==> config.mk <==
export PLATFORM = sky130hd
export DESIGN_NAME = snake_game_ctrl
export DESIGN_NICKNAME = d
export VERILOG_FILES = /design/src/rtl/snake_game_ctrl.sv
export SDC_FILE = /design/constraint.sdc
export NUM_CORES = 1
export LEC_CHECK = 0
export ABC_AREA = 1
export BUFFER_PORTS_ARGS = -buffer_cell sky130_fd_sc_hd__clkbuf_2
export CORE_AREA = 4 4 111 113
export CTS_CLUSTER_SIZE = 12
export DETAILED_ROUTE_END_ITERATION = 6
export DIE_AREA = 0 0 115 117
export PLACE_DENSITY = 0.62
export SETUP_SLACK_MARGIN = 0.02
export SYNTH_ARGS = -nofsm -noshare
export SYNTH_HDL_FRONTEND = slang
export SYNTH_SLANG_ARGS = --single-unit
==> constraint.sdc <==
create_clock -name vga_clk -period 4.1 [get_ports vga_clk]
set_clock_uncertainty 0.05 [all_clocks]
set_input_delay 0 -clock vga_clk [delete_from_list [all_inputs] [get_ports vga_clk]]
set_output_delay 0 -clock vga_clk [all_outputs]
set_load 0.005 [all_outputs]
==> src/rtl/snake_game_ctrl.sv <==
// Game sequencer for the VGA snake: start/pause/game-over FSM, step timer,
// committed heading and score. Talks to the snake datapath via move_en / step_done.
module snake_game_ctrl #(
    parameter logic [25:0] STEP_INIT = 26'd25_000_000,
    parameter logic [25:0] STEP_DEC  = 26'd1_000_000,
    parameter logic [25:0] STEP_MIN  = 26'd5_000_000
) (
    input  logic       vga_clk,
    input  logic       sys_rst,
    input  logic       key_start,
    input  logic [3:0] direct_x,
    input  logic       step_done,
    input  logic       collide,
    input  logic       eat,
    output logic       clear_req,
    output logic       move_en,
    output logic [1:0] direct_s,
    output logic       sta_en,
    output logic       gameover,
    output logic [7:0] score
);

    typedef enum logic [2:0] {
        ST_IDLE  = 3'd0,
        ST_PLAY  = 3'd1,
        ST_WAIT  = 3'd2,
        ST_PAUSE = 3'd3,
        ST_OVER  = 3'd4
    } state_t;

    state_t      state_r, state_n;
    logic        start_q_r;
    logic [25:0] tick_cnt_r, tick_n;
    logic [25:0] period_r, period_n;
    logic [7:0]  score_n;
    logic [1:0]  dir_n, pend_dir_r, pend_n;
    logic        move_n, clear_n;
    logic        start_edge_s;
    logic        active_s;
    logic [1:0]  dir_dec_s;
    logic        dir_vld_s;
    logic        dir_ok_s;

    // Faster step after an apple; clamped so a borrow can never wrap the period.
    function automatic logic [25:0] next_period(input logic [25:0] cur);
        logic [26:0] diff;
        diff = {1'b0, cur} - {1'b0, STEP_DEC};
        if (diff[26] || (diff[25:0] < STEP_MIN)) begin
            next_period = STEP_MIN;
        end else begin
            next_period = diff[25:0];
        end
    endfunction

    assign start_edge_s = key_start & ~start_q_r;
    assign active_s     = (state_r == ST_PLAY) || (state_r == ST_WAIT) || (state_r == ST_PAUSE);

    // Decode one-hot active-low direction keys; anything else is not a press.
    always_comb begin
        dir_dec_s = 2'b00;
        dir_vld_s = 1'b0;
        case (direct_x)
            4'b1110: begin dir_dec_s = 2'b00; dir_vld_s = 1'b1; end
            4'b1101: begin dir_dec_s = 2'b01; dir_vld_s = 1'b1; end
            4'b1011: begin dir_dec_s = 2'b10; dir_vld_s = 1'b1; end
            4'b0111: begin dir_dec_s = 2'b11; dir_vld_s = 1'b1; end
            default: begin dir_dec_s = 2'b00; dir_vld_s = 1'b0; end
        endcase
    end

    // Reverse of a heading is its bitwise complement, checked against the committed heading.
    assign dir_ok_s = dir_vld_s & active_s & (dir_dec_s != direct_s) & (dir_dec_s != ~direct_s);

    // Next-state, timer, scoring and pulse generation.
    always_comb begin
        state_n  = state_r;
        tick_n   = tick_cnt_r;
        period_n = period_r;
        score_n  = score;
        dir_n    = direct_s;
        pend_n   = dir_ok_s ? dir_dec_s : pend_dir_r;
        move_n   = 1'b0;
        clear_n  = 1'b0;
        case (state_r)
            ST_IDLE, ST_OVER: begin
                if (start_edge_s) begin
                    clear_n  = 1'b1;
                    score_n  = 8'd0;
                    period_n = STEP_INIT;
                    dir_n    = 2'b00;
                    pend_n   = 2'b00;
                    tick_n   = 26'd0;
                    state_n  = ST_PLAY;
                end else begin
                    state_n = state_r;
                end
            end
            ST_PLAY: begin
                // Terminal count beats a coincident start edge.
                if (tick_cnt_r >= (period_r - 26'd1)) begin
                    move_n  = 1'b1;
                    dir_n   = pend_dir_r;
                    tick_n  = 26'd0;
                    state_n = ST_WAIT;
                end else if (start_edge_s) begin
                    state_n = ST_PAUSE;
                end else begin
                    tick_n = tick_cnt_r + 26'd1;
                end
            end
            ST_WAIT: begin
                tick_n = 26'd0;
                if (step_done) begin
                    if (collide) begin
                        state_n = ST_OVER;
                    end else if (eat) begin
                        score_n  = (score == 8'hFF) ? 8'hFF : (score + 8'd1);
                        period_n = next_period(period_r);
                        state_n  = ST_PLAY;
                    end else begin
                        state_n = ST_PLAY;
                    end
                end else begin
                    state_n = ST_WAIT;
                end
            end
            ST_PAUSE: begin
                if (start_edge_s) begin
                    state_n = ST_PLAY;
                end else begin
                    state_n = ST_PAUSE;
                end
            end
            default: begin
                state_n = ST_IDLE;
            end
        endcase
    end

    // State and registered outputs; status flags track the state being entered.
    always_ff @(posedge vga_clk) begin
        if (sys_rst) begin
            state_r    <= ST_IDLE;
            start_q_r  <= 1'b0;
            tick_cnt_r <= 26'd0;
            period_r   <= STEP_INIT;
            pend_dir_r <= 2'b00;
            direct_s   <= 2'b00;
            score      <= 8'd0;
            move_en    <= 1'b0;
            clear_req  <= 1'b0;
            sta_en     <= 1'b0;
            gameover   <= 1'b0;
        end else begin
            state_r    <= state_n;
            start_q_r  <= key_start;
            tick_cnt_r <= tick_n;
            period_r   <= period_n;
            pend_dir_r <= pend_n;
            direct_s   <= dir_n;
            score      <= score_n;
            move_en    <= move_n;
            clear_req  <= clear_n;
            sta_en     <= (state_n == ST_PLAY) || (state_n == ST_WAIT);
            gameover   <= (state_n == ST_OVER);
        end
    end

endmodule

After elaboration in Yosys (flattened, before gate mapping):

Cells that the tools add are included.

* register bits after elaboration: 72
* latch bits: 0
* memory bits (writable): 0
* memory bits (read-only): 0
* input bits: 10
* output and inout port bits: 14
* logic and storage cells: 93
* memories kept: 0

* add/sub/neg operators: 4
* $mul: 0
* divide/modulo/power cells: 0
* magnitude comparators: 2
* equal/unequal tests: 20
* shift-type cells: 0
* multiplexer cells: 33
* bitwise operators: 8
* reduce and logical (&&, ||, !) cells: 15

Operators with widths (number)
* two-way mux 26 bit: 8
* one-hot mux 26 bit (3 select lines): 1
* one-hot mux 26 bit (2 select lines): 1
* two-way mux 8 bit: 5
* subtractor 26 x 20 -> 27 bit, second input constant: 1
* adder 26 x 1 -> 26 bit, second input constant: 1
* greater-or-equal comparator 26 bit: 1
* less-than comparator 26 x 23 -> 1 bit, second input constant: 1
* subtractor 26 x 1 -> 26 bit, second input constant: 1
* one-hot mux 8 bit (2 select lines): 1
* two-way mux 3 bit: 5
* == test 4 bit, second input constant: 3
* two-way mux 2 bit: 6
* one-hot mux 3 bit (4 select lines): 1
* == test 3 x 2 -> 1 bit, second input constant: 3
* adder 8 x 1 -> 8 bit, second input constant: 1
* == test 8 bit, second input constant: 1
* inequality test 2 bit, second input constant: 4
* == test 3 x 1 -> 1 bit, second input constant: 2
* == test 3 bit, second input constant: 2
* one-hot mux 2 bit (3 select lines): 1
* AND reduction 3 bit: 2
* OR reduction 2 bit: 3
* AND reduction 5 bit: 1
* other kinds (14): 26

Longest topological paths before layout:

* depth after elaboration: 9
* mapped depth: 28
* gate-level depth less buffers: 26

Worst setup path before layout:

OpenSTA, ideal clock, no wires.

* kind: register -> register
* from: reg period_r[8]
* to: reg tick_cnt_r[15]
* setup time: 132 ps
* data arrival time: 2899 ps
* setup slack: 1019 ps
* stages on the path, launching flop included: 26
* cell sequence: dfxtp_1 -> buf_6 -> nor2_4 -> nand2_2 -> nor2_1 -> inv_2 -> nor3_4 -> nand4_1 -> nor2_1 -> inv_2 -> nor2_4 -> nand2_1 -> nor2_1 -> xor2_1 -> inv_1 -> ha_1 -> a21oi_1 -> o21ai_0 -> nor2_1 -> nand4_1 -> nand2_1 -> inv_2 -> buf_4 -> buf_4 -> nand2_1 -> a21oi_1

* cells in the longest elaborated chain, start to end: 4
* elaborated cells between the ends (all ways): 6
* those cells by class: 1 x add/sub; 1 x order compare; 1 x eq/ne; 2 x mux; 1 x reduce/logical

Ends and longest elaborated chain
* start, declared: RTL line 34 `logic [25:0] period_r, period_n;`
* start signal, assigned: RTL line 158 `period_r <= period_n;`
* subtractor 26 x 1 -> 26 bit (*): RTL line 100 `if (tick_cnt_r >= (period_r - 26'd1)) begin`
* greater-or-equal comparator 26 bit (*): RTL line 100
* inequality test 3 x 2 -> 1 bit (no line) or two-way mux 26 bit (tied branches)
* AND reduction 3 bit (no line) or one-hot mux 26 bit (3 select lines) (tied branches)
* end signal, assigned: RTL line 157 `tick_cnt_r <= tick_n;`
* end, declared: RTL line 33 `logic [25:0] tick_cnt_r, tick_n;`

Every way passes the cells marked *; elsewhere a longest branch is shown, timed or not.
A chain may end at the register's enable or synchronous reset.

Worst setup path in the final report:

* from: reg period_r[8]
* to: reg tick_cnt_r[0]

The elaborated chain is that of the path after synthesis.

==> metrics.yaml <==
dr.first_iter.drc_count: 215
maxSlewHeadroom_pct: 33.88
num_vias: 4739
syn_to_final_growth_pct: 8.860
ant_nets: 0
yosys_warnings: 0
finalSetupViolations: 0
drtPass1Iterations: 5
grt-ovfl-total: 0
cts_sinks: 66
grt_max_degree: 45
diodes: 0
cts.clk_slew.worst_paths_ps: 50
gp_routability_congestion: 0.8864
ys_seq_elements: 66
fin_crit_sh_pct: 88.49
grt_setup_unrepaired: "true"
ys_seq_area_share_pct: 26.58
core.rowCount: 39
min_path_type: "input pin to flop"
synth_edf_count: 0
critPathMaxFanout: 11
fill_cells: 1169
hold_path_depth: 4
startpoint: "period_r[8]"
final.setup.tns_ps: 0
die_w_um: 115
via_per_inst: 5.129
maxSlewViolCount: 0
grt_pass1_vias: 4576
synthMuxAreaShare_pct: 0
clock_latency_ps: 330
synth.area.top_cells: "dfxtp_1, nand2_1, ha_1"
vdd_drop_max_mv: 0.2027
grt_pass1_wl_um: 20800
synth-simple-area-share_pct: 37.23
synth_cell_types: 44
initial_core_util_pct: 43.91
power.density_nw_per_um2: 316.1
post_cts_buffers: 0
regArea_um2: 1321
cts_made_buffers: 9
tightest_slew_ps: 991.9
synth.avg_cell_area_um2: 6.490
syn_inst: 766
synth_top_area_share_pct: 26.58
die-area_um2: 13460
drive_gt1_share_pct: 12.29
cts_root_buffer: "clkbuf_16"
fmax_mhz: 275.6
routedWlPerCell_um: 13.13
fp.dieH_um: 117
reg2reg_depth: 23
cts_tree: "yes"
synth_top_family_by_area: "simple AND/OR/NAND/NOR gates"
reg2reg_from: "period_r[8]"
hp-start: "step_done"
cp.required_ps: 4310
synth_adder_area_share_pct: 6.544
post-route-min-period_ps: 3628
yosysTopAreaCell: "dfxtp_1"
p_leak_nw: 2.294
utilization_pct: 47.80
core_um2: 11320
power_w: 0.001710
multiInputGateArea_um2: 3119
antenna_found_initial: 0
finalHoldViolCount: 0
io_pins: 24
critical_path_class: "flop to flop"
numPortBuffers: 23
drv_cap: 0
ys.flop_type: "dfxtp_1"
place_area_um2: 5126
async_reset_ff_share_pct: 0
postLayoutCellArea_um2: 5411
startpoint_type: "flop"
endpoint_kind: "flop"
wl_um: 12130
grt_use_total_pct: 18.97
layout.nets: 813
netlist_area_um2: 4971
cts_max_path_buffers: 2
htree_levels: 3
detail_route.drc_violations: 0
synth_compound_area_share_pct: 11.93
synth_nets: 802
dpl.hpwl_um: 9077
status: "complete, no violations"
cp_data_arrival_time_ps: 3840
synth_xor_area_share_pct: 6.997
## what timing repair did
action,in CTS,in global routing
endpoints found under the setup margin,0,12
hold buffers,1,0
hold endpoints to repair,1,0
gates resized for setup,0,2
## metal layers
layer  routed length [µm]  track usage [%]
met5                    0                0
met4                  177            6.338
met2                 5713            31.71
met3                  351            2.879
met1                 5892            25.13
## worst max-delay path: stages, from the launching register on
cell and delay (ps):
dfxtp_1 400, nor2_4 130, nand2_2 70, nor2_1 110, inv_2 60, nor3_4 170, nand4_1 160, nor2_2 150
inv_2 70, nor2_4 110, nand2_1 80, nor2_1 110, xor2_1 160, inv_1 60, ha_1 300, a21oi_1 130
o21ai_0 100, nor2_1 150, nand3_1 170, buf_4 210, o21ai_0 150, nand2_1 120, buf_4 210, a21oi_1 120
## registers in the layout, summed over array words and instances, names as in the netlist
register    flops
direct_s        2
state_r         3
gameover        1
clear_req       1
sta_en          1
start_q_r       1
tick_cnt_r     26
move_en         1
score           8
period_r       20
pend_dir_r      2
## cells in the final DEF, fill, tap and decap left out, drive strengths merged, types with 6 or more instances in the layout
cell type,instances
nand2,214
inv,97
nor2,88
dfxtp,66
a21oi,55
nand3,45
clkbuf,36
xor2,32
o21ai,31
nor3,30
ha,26
nand4,17
nor4,7
xnor2,6
## logic make-up (layout without fill, tap and decap cells)
family          after synthesis  in the layout
compound gates              105            105
xor+xnor                     38             38
fa+ha+maj                    26             26
buf+inv                     125            140
flops                        66             66
simple gates                406            406
## cell usage after synthesis (all sizes together), types with 3 or more instances
library cell and n:
buf 18, xor2 32, o21bai 4, a21oi 55, ha 26, nand4 17, nor3 30, xnor2 6
o211ai 3, a31oi 3, nor4 7, nand2 214, o21ai 31, dfxtp 66, inv 97, nand3 45
clkbuf 10, nor2 88
## cell type report
class | instances | area share, %
clock inverters | 2 | 0.2312
clock buffers | 13 | 4.809
well taps | 143 | 3.306
inverters | 97 | 6.728
flip-flops and latches | 66 | 24.42
multi-input cells | 575 | 57.64
repair buffers | 28 | 2.867
## final timing paths
check                  endpoint  slack, ps
setup reg to reg  tick_cnt_r[0]        470
hold reg to reg   pend_dir_r[1]        410
setup / recovery  tick_cnt_r[0]        470
hold / removal       state_r[1]         60
## report_power, final
part           total [W]  switching, W  internal [W]
clock network   0.000712      0.000274      0.000438
logic           0.000303      0.000205     0.0000977
registers       0.000696     0.0000318      0.000664
total            0.00171      0.000511       0.00120
## per-stage QoR
step           setup WS (ps)  instances  hold WS, ps
3_3_place_gp           647.2        908        171.4
4_1_cts                471.3        924        49.77
6_report               471.9        924        56.94
5_1_grt                15.95        924        118.9
2_1_floorplan           1019        766        74.87
3_5_place_dp           492.9        908        178.4
Note: power is estimated with default switching activity, not from simulation.
